[src/rtl/rx_shift_buffer.sv]
// rtl/rx_shift_buffer.sv - LSB-first serial-to-parallel receive shifter with holding register.
// Optional even-parity frame bit enabled by defining RX_PARITY_CHECK_EN.
module rx_shift_buffer #(
    parameter int WIDTH = 32,
    localparam int CW = $clog2(WIDTH + 1)
) (
    input  logic             clk,
    input  logic             rst,
    input  logic             shift,
    input  logic             data_in,
    input  logic             clear,
    input  logic             rd_en,
    output logic [WIDTH-1:0] rx_data,
    output logic             rx_valid,
    output logic [CW-1:0]    bit_count,
    output logic             overrun,
    output logic             parity_err
);

`ifdef RX_PARITY_CHECK_EN
    localparam int SW = WIDTH;
`else
    // The final data bit goes straight from data_in into rx_data, so only
    // WIDTH-1 bits ever need to be stored.
    localparam int SW = WIDTH - 1;
`endif

    localparam logic [CW-1:0] LAST_DATA = CW'(WIDTH - 1);

    typedef enum logic [1:0] {
        IDLE,
        RECV,
        PARITY
    } state_t;

    state_t            state, state_next;
    logic [SW-1:0]     sreg, sreg_next;
    logic [WIDTH-1:0]  word;
    logic              complete;
    logic              holding_free;

    assign holding_free = !rx_valid || rd_en;

    always_comb begin
        state_next = state;
        complete   = 1'b0;
`ifdef RX_PARITY_CHECK_EN
        sreg_next  = {data_in, sreg[WIDTH-1:1]};
        word       = sreg;
`else
        word       = {data_in, sreg};
        sreg_next  = word[WIDTH-1:1];
`endif
        case (state)
            IDLE: begin
                if (shift) state_next = RECV;
            end
            RECV: begin
                if (shift && bit_count == LAST_DATA) begin
`ifdef RX_PARITY_CHECK_EN
                    state_next = PARITY;
`else
                    state_next = IDLE;
                    complete   = 1'b1;
`endif
                end
            end
            PARITY: begin
                if (shift) begin
                    state_next = IDLE;
                    complete   = 1'b1;
                end
            end
            default: state_next = IDLE;
        endcase
        if (clear) begin
            state_next = IDLE;
            complete   = 1'b0;
        end
    end

    always_ff @(posedge clk or posedge rst) begin
        if (rst) begin
            state     <= IDLE;
            sreg      <= '0;
            rx_data   <= '0;
            rx_valid  <= 1'b0;
            bit_count <= '0;
            overrun   <= 1'b0;
`ifdef RX_PARITY_CHECK_EN
            parity_err <= 1'b0;
`endif
        end else begin
            state <= state_next;
            if (clear) begin
                sreg      <= '0;
                bit_count <= '0;
                overrun   <= 1'b0;
                rx_valid  <= 1'b0;
            end else begin
                if (shift) begin
                    bit_count <= complete ? '0 : bit_count + 1'b1;
                    // The parity strobe is consumed without disturbing the stored word.
                    if (state != PARITY) sreg <= sreg_next;
                end
                if (complete) begin
                    if (holding_free) begin
                        rx_data  <= word;
                        rx_valid <= 1'b1;
`ifdef RX_PARITY_CHECK_EN
                        parity_err <= ^sreg ^ data_in;
`endif
                    end else begin
                        overrun <= 1'b1;
                    end
                end else if (rd_en && rx_valid) begin
                    rx_valid <= 1'b0;
                end
            end
        end
    end

`ifndef RX_PARITY_CHECK_EN
    assign parity_err = 1'b0;
`endif

endmodule

[config.mk]
export PLATFORM = sky130hd
export DESIGN_NAME = rx_shift_buffer
export DESIGN_NICKNAME = d
export VERILOG_FILES = /design/src/rtl/rx_shift_buffer.sv
export SDC_FILE = /design/constraint.sdc
export NUM_CORES = 1
export LEC_CHECK = 0
export ABC_AREA = 1
export ABC_CLOCK_PERIOD_IN_PS = 5700
export CORE_MARGIN = 2
export CORE_UTILIZATION = 57
export DETAILED_ROUTE_END_ITERATION = 8
export HOLD_SLACK_MARGIN = 0.02
export PLACE_DENSITY = 0.92
export SLEW_MARGIN = 20
export SYNTH_ARGS = -nofsm -noshare
export SYNTH_HDL_FRONTEND = slang
export SYNTH_SLANG_ARGS = --single-unit
[constraint.sdc]
create_clock -name clk -period 5.7 [get_ports clk]
set_clock_uncertainty 0.1 [all_clocks]
set_input_delay 0.855 -clock clk [delete_from_list [all_inputs] [get_ports clk]]
set_output_delay 0.855 -clock clk [all_outputs]
set_load 0.02 [all_outputs]
---- Word-level counts from Yosys, hierarchy flattened ----
Index checks and enable logic that the tools add are counted.
storage, ports and cells
  register bits ........................... 73
  bits of input ports ..................... 6
  output and inout port bits .............. 41
operators by class
  add/subtract/negate cells ............... 1
  equality and inequality tests ........... 9
  multiplexer cells ....................... 22
  bitwise operators ....................... 1
  reductions and logical operators ........ 14
operator list
  kind                                                                     count
  31-bit 2-to-1 mux                                                        3
  6-bit 2-to-1 mux                                                         3
  1-bit 2-to-1 mux                                                         10
  3-bit inequality test, second input constant                             3
  2-bit 2-to-1 mux                                                         4
  6-bit by 1-bit adder with 6-bit output, second input constant            1
  6-bit by 5-bit == test with 1-bit output, second input constant          1
  2-bit case mux with 3 select lines                                       1
  2-bit AND reduction                                                      3
  3-bit AND reduction                                                      2
  2-bit nonzero test                                                       3
  2-bit inequality test, second input constant                             2
  3-bit by 2-bit inequality test with 1-bit output, second input constant  1
  3-bit nonzero test                                                       1
  2-bit by 1-bit == test with 1-bit output, second input constant          1
  2-bit == test, second input constant                                     1
  1-bit logical AND                                                        2
  2-bit zero test                                                          1
  1-bit case mux with 2 select lines                                       1
  1-bit zero test                                                          1
  1-bit logical OR                                                         1
  1-bit inverter                                                           1

---- Depth between registers and ports, before layout ----
Gate-level depths: netlist (run 1).
  depth in word-level cells ............... 8
  depth in mapped cells ................... 8
  mapped depth without buffers ............ 7

---- Worst setup path after synthesis (run 1) ----
Ideal clock, no wire load.
  path kind ............................... input to register
  start ................................... input shift
  end ..................................... register rx_data[22]
  arrival time ............................ 1573 ps
  required time ........................... 5482 ps
  setup slack ............................. 3909 ps
  cell stages on the path ................. 7
  path through ............................ buf_4 -> nand2_2 -> nor2_4 -> nand4_4 -> buf_6 -> nand2_1 -> nand2_1
between the ends
  cells in the longest elaborated chain, start to end .. 5
RTL lines
  what                                  RTL line  source
  from (decl)                           9         input logic shift,
  1-bit logical AND                     59        if (shift && bit_count == LAST_DATA) begin
  1-bit 2-to-1 mux                      59
  1-bit case mux with 2 select lines *  54        case (state)
  1-bit 2-to-1 mux *                    76        if (clear) begin
  3-bit AND reduction (no line) *       -
  to (signal assigned)                  108       rx_data <= word;
  to (decl)                             13        output logic [WIDTH-1:0] rx_data,
Every way passes the cells marked *; elsewhere a longest branch is shown, timed or not.
A chain may end at the register's enable or synchronous reset.

---- Final worst setup path (run 1) ----
  start ................................... input clear
  end ..................................... register sreg[25]
between the ends
  cells in the longest elaborated chain, start to end .. 2
RTL lines
  what                           RTL line  source
  from (decl)                    11        input logic clear,
  2-bit nonzero test (no line)   -
  2-bit AND reduction (no line)  -
  to (signal assigned)           104       if (state != PARITY) sreg <= sreg_next;
  to (decl)                      37        logic [SW-1:0] sreg, sreg_next;
Parallel ways exist; a longest one is shown, timed or not.

==> results of run 1 <==
-- metal layers --
metal	wire length (um)	vias up
met1	2640	1141
met3	309	17
met5	0	-
met2	3070	107
met4	214	0
li1	-	1092
-- cell families (layout without fill, tap and decap cells) --
group           after synthesis  after routing  synth area share [%]
other cells                   1              1                 0.125
simple gates                135            135                  21.6
buf+inv                      63            104                  10.1
fa+ha+maj                     1              1                 0.416
xor+xnor                      2              2                 0.583
compound gates               35             35                  7.21
flops                        72             72                  60.0
-- cell type report --
class                           instances  area [um2]  share of cell area (%)
Clock buffer                           13         149                    4.17
Clock inverter                          3        17.5                   0.490
Multi-Input combinational cell        174         901                    25.2
Timing Repair Buffer                   46         458                    12.8
Tap cell                               70        87.6                    2.45
Sequential cell                        72        1800                    50.4
Inverter                               42         158                    4.41
-- stage by stage --
step | instance area (um2) | total power [W] | hold WS (ps)
CTS | 3570 | 0.000901 | 390
floorplan | 3000 | 0.000553 | 354
global placement | 3400 | 0.000562 | 370
global route | 3570 | 0.000924 | 406
finish | 3570 | 0.000897 | 381
detailed placement | 3400 | 0.000564 | 370
-- power groups by stage --
stage | Sequential, W | Clock, W | Combinational (W)
after floorplan | 0.000527 | 0 | 0.0000266
after global placement | 0.000525 | 0 | 0.0000371
after detailed placement | 0.000526 | 0 | 0.0000380
after CTS | 0.000516 | 0.000347 | 0.0000382
after global routing | 0.000516 | 0.000365 | 0.0000426
final | 0.000516 | 0.000342 | 0.0000382
-- worst max-delay path: stages --
cell             delay [ps]
clkdlybuf4s50_1         490
inv_2                   550
nand2_1                 740
o22ai_1                 450
-- cell usage in the layout (no fill, tap or decap), types with 2 or more instances in the layout --
| cell type | instances |
|---|---|
| nand2_1 | 82 |
| dfrtp_1 | 72 |
| clkinv_2 | 2 |
| clkbuf_8 | 10 |
| inv_2 | 2 |
| clkdlybuf4s50_1 | 45 |
| o21ai_0 | 4 |
| nor2_1 | 5 |
| xor2_1 | 2 |
| nand4_1 | 34 |
| clkbuf_1 | 3 |
| inv_1 | 40 |
| nor2_4 | 3 |
| nand2_2 | 2 |
| o22ai_1 | 29 |
| nand3_1 | 6 |
-- state kept, by name (all words and copies together), names as in the netlist --
signal     cells
rx_data       32
bit_count      6
rx_valid       1
state          1
sreg          31
overrun        1
-- worst paths after layout --
check                      cells past startpoint     endpoint          from
min in group asynchronous                      3     sreg[13]           rst
max                                            4     sreg[25]         clear
min                                            2   rx_data[5]    rx_data[5]
max in group asynchronous                      3  rx_data[24]           rst
min reg2reg                                    2   rx_data[5]    rx_data[5]
max reg2reg                                    7  rx_data[28]  bit_count[0]
==> results by group, run 1 <==
Run status
  • Outcome: finished, final reports clean

Clock tree
  • CTS max path bufs: 2
  • CTS resizes: 0
  • Post-CTS setup buffers: 0
  • CTS Buf Count: 9
  • Skew-Pair Late Insertion Delay: 340 ps
  • Cts hold-fix bufs: 0
  • H-tree depth: 3
  • Root Driver: clkbuf_8
  • # clock sinks: 72
  • Clk pin slew, worst setup/hold paths: 70 ps
  • CTS tree: built

Yosys
  • Synth top area share: 60.0%
  • Synthesis Warnings: 0
  • Area of the mapped netlist: 0.00300 mm2
  • Post-synth cell types: 23
  • Mapped Avg Cell Area: 9.72 um2
  • FFs w/ async S/R, synth: 100%
  • Count leader, synth: nand2_1
  • Yosys reg bits: 72
  • Synth area leader: dfrtp_1
  • Largest cells by area after synthesis: dfrtp_1 60%, nand2_1 10%, nand4_1 7.1%
  • Register area share after synthesis: 60.0%
  • Syn_nets: 316
  • Commonest cells post-synth: 83 x nand2_1, 72 x dfrtp_1, 41 x inv_1
  • EDFF count, synth: 0
  • Cells after Synth: 309
  • Primary FF master, synth: dfrtp_1

Global route
  • Total GRT Usage: 22.7%
  • GRT overflow: 0
  • Met2 Usage GRT: 35.9%
  • Most Crowded Layer GR: met2
  • Global Route met3 Usage: 3.55%
  • Largest net degree at the start of global routing: 73
  • Antenna violations before repair: 0
  • M1 GR Usage: 29.4%
  • Number of global-route vias before repair: 2,214
  • First-pass GRT wire length: 10.3 mm

Layout
  • Fraction of layout cells with a size suffix above 1: 6.57%
  • Fillers: 391
  • Ant. Diodes: 0
  • Fin util: 69.9%
  • Non-Filler Instances: 420
  • Area growth from synthesis to layout: 18.9%
  • Nets@finish: 352

STA
  • Final Setup Violations: 0
  • Hold Vio Cnt, Final: 0
  • Final WS setup: 2730 ps
  • Min cycle time layout: 2970 ps
  • RSZ-0062 raised after global routing: no
  • Setup TNS: 0 ps
  • Slew HR: 37.2%
  • Fmax: 337 MHz
  • Max Transition Viols Final: 0
  • Least-Margin Pin Slew: 940 ps
  • Fin crit share: 52.0%

Drt
  • Initial DRC Count: 356
  • Average routed wire per standard cell: 14.8 um
  • Residual DRC: 0
  • Pre-antenna DRT Iters: 7
  • Vias per std cell: 5.61
  • Via count: 2,357
  • Final ANT Viol Nets: 0
  • Total wire length: 6.24 mm

Power
  • Static Leak: 1.70 nW
  • Clock network power share: 38.2%
  • VDD IR max: 0.157 mV
  • Switching share of power: 22.9%
  • Switching power: 0.000205 W
  • Power per cell area: 251 mW/mm2
  • Comb pwr share: 4.3%
  • Internal power: 0.000691 W
  • Sequential share of power: 57.6%

Die
  • Boundary Pins: 47
  • Area of the core: 0.00511 mm2
  • Initial core utilization: 58.8%
  • DIE HEIGHT: 76.6 um
  • Row Count: 26
  • Die area: 0.00587 mm2
  • Die W: 76.6 um

Place
  • Buffers on Ports: 45
  • GPL Wtd Cong: 0.840
  • Placed cell count: 404
  • Final HPWL from detailed placement: 3.92 mm
  • Setup WS pre-CTS: 2440 ps

Setup path
  • R2r setup slk: 3680 ps
  • Startpoint types: input pin
  • Crit Path Max Fanout: 41
  • Worst path required time: 5830 ps
  • Critical Path Sink Type: flip-flop
  • Crit path kind: in -> reg
  • Critical path arrival: 3100 ps

Hold path
  • Hold Path Class: reg -> reg

Job
  • Max cap viols: 0
No activity file was read; power rests on OpenSTA's default activity.
==> inputs of run 2 (changes only) <==
Settings changed: ABC_CLOCK_PERIOD_IN_PS 5700 to 3000, CORE_UTILIZATION 57 to 53, PLACE_DENSITY 0.92 to 0.87.
Clock period 5.7 ns to 3 ns, I/O delays scaled along.
==> results by group, run 2 (synthesized netlist as in run 1, its figures left out) <==
STA
  • Setup TNS: 0 ps (unchanged)
  • Max Transition Viols Final: 0 (unchanged)
  • Slew HR: 53.6% (+16 points)
  • Final WS setup: 907 ps (-1830 ps)
  • RSZ-0062 raised after global routing: no
  • Least-Margin Pin Slew: 694 ps (-246 ps)
  • Min cycle time layout: 2090 ps
  • Fin crit share: 69.8%
  • Fmax: 478 MHz
  • Final Setup Violations: 0 (unchanged)
  • Hold Vio Cnt, Final: 0 (unchanged)

Clock tree
  • CTS Buf Count: 9 (unchanged)
  • CTS tree: built
  • # clock sinks: 72 (unchanged)
  • CTS resizes: 0 (unchanged)
  • CTS max path bufs: 2 (unchanged)
  • Cts hold-fix bufs: 0 (unchanged)
  • H-tree depth: 3 (unchanged)
  • Post-CTS setup buffers: 0 (unchanged)
  • Root Driver: clkbuf_8
  • Clk pin slew, worst setup/hold paths: 70 ps (about the same)
  • Skew-Pair Late Insertion Delay: 340 ps (about the same)

Place
  • Final HPWL from detailed placement: 4.04 mm (+3.0%)
  • GPL Wtd Cong: 0.843 (+0.33%)
  • Setup WS pre-CTS: 627 ps (-1810 ps)
  • Buffers on Ports: 45 (unchanged)

Drt
  • Vias per std cell: 5.58 (-0.49%)
  • Final ANT Viol Nets: 0 (unchanged)
  • Average routed wire per standard cell: 15.0 um (+0.99%)
  • Initial DRC Count: 190 (-47%)
  • Via count: 2,379 (+0.93%)
  • Residual DRC: 0 (unchanged)
  • Pre-antenna DRT Iters: 4 (-3)
  • Total wire length: 6.39 mm (+2.4%)

Die
  • Initial core utilization: 54.6% (-4.3 points)
  • Row Count: 27 (+3.8%)
  • Die W: 79.3 um (+3.5%)
  • Boundary Pins: 47 (unchanged)
  • Area of the core: 0.00551 mm2 (+7.8%)
  • DIE HEIGHT: 79.3 um (+3.5%)
  • Die area: 0.00629 mm2 (+7.1%)

Setup path
  • Reg-to-Reg End: rx_data[0]
  • Crit path kind: in -> reg
  • Critical path arrival: 2210 ps (-890 ps)
  • R2r setup slk: 1040 ps (-2640 ps)
  • Crit Path Max Fanout: 33 (-20%)
  • Cell depth of the worst flop-to-flop path: 6 (-1)
  • Worst path required time: 3120 ps (-2710 ps)
  • RR Startpoint: bit_count[0]
  • Critical Path Sink Type: flip-flop
  • Startpoint types: input pin

Global route
  • Number of global-route vias before repair: 2,335 (+5.5%)
  • Global Route met3 Usage: 7.50% (+3.9 points)
  • Most Crowded Layer GR: met2
  • Antenna violations before repair: 0 (unchanged)
  • M1 GR Usage: 26.5% (-2.9 points)
  • Total GRT Usage: 22.4% (-0.31 points)
  • Largest net degree at the start of global routing: 34 (-53%)
  • First-pass GRT wire length: 10.6 mm (+3.0%)
  • Met2 Usage GRT: 37.6% (+1.7 points)
  • GRT overflow: 0 (unchanged)

Layout
  • Nets@finish: 357 (+1.4%)
  • Commonest non-fill, non-tap cell in the layout: nand2_1
  • Most frequent cells in the layout: 83 x nand2_1, 72 x dfrtp_1, 45 x clkdlybuf4s50_1, 40 x inv_1, 34 x nand4_1
  • Fraction of layout cells with a size suffix above 1: 7.63% (+1.1 points)
  • Largest regs: rx_data x32, sreg x31, bit_count x6
  • Area growth from synthesis to layout: 20.9%
  • Largest Register: rx_data
  • Ant. Diodes: 0 (unchanged)
  • Largest register FFs: 32 (unchanged)

Run status
  • Outcome: finished, final reports clean

Power
  • Power per cell area: 495 mW/mm2 (+97%)
  • Static Leak: 1.73 nW (+1.8%)
  • VDD IR max: 0.252 mV (+61%)
  • Total Power: 0.00180 W (+100%)

Job
  • Max cap viols: 0 (unchanged)

Hold path
  • Hold Path Class: in -> async
-- run 2: cell types whose count changed in the layout (fill, tap and decap cells not counted), sizes merged --
cell,before,now
buf,1,6
bufinv,0,1
clkbuf,13,12
clkinv,2,1
-- run 2: layer usage --
layer / routed length (um) / part of all wire, %
met5: 0 / 0
met4: 88 / 1.4
met3: 346 / 5.4
met2: 3260 / 51
met1: 2700 / 42
-- run 2: worst max-delay path by stage --
stage,cells after the start,from,to,slack [ps]
final,6,shift,rx_data[0],910
after global routing,6,shift,rx_data[0],820
after CTS,6,shift,rx_data[0],950
after detailed placement,5,shift,rx_data[5],630
after global placement,5,shift,rx_data[0],640
after floorplan,1,rst,bit_count[0],630
-- run 2: report_power, final --
part	switching [W]	internal, W	leakage, nW
clock	0.000335	0.000401	0.0925
sequential	0.00000472	0.000975	1.00
combinational	0.0000577	0.0000213	0.638
total	0.000398	0.00140	1.73
-- run 2: critical path, cell delays in order --
cell             delay, ps
clkdlybuf4s50_1        690
nand2_2                120
nor2_4                 140
nand4_4                420
nand2_1                280
nand2_1                110
-- run 2: area by class of cell --
cell class | count | area [um2]
multi-input cells | 174 | 898
clock buffers | 12 | 145
inverters | 42 | 158
clock inverters | 3 | 42.5
flip-flops and latches | 72 | 1800
fillers | 418 | 1880
repair buffers | 51 | 495
well taps | 72 | 90.1
-- run 2: stage by stage --
| step | hold slack, ps | instances | util [%] | instance area (um2) |
|---|---|---|---|---|
| 3_5_place_dp | 365 | 411 | 62.5 | 3440 |
| 5_1_grt | 402 | 426 | 65.9 | 3630 |
| 3_3_place_gp | 365 | 411 | 62.5 | 3440 |
| 2_1_floorplan | 354 | 309 | - | 3000 |
| 4_1_cts | 370 | 426 | 65.9 | 3630 |
| 6_report | 361 | 426 | 65.9 | 3630 |
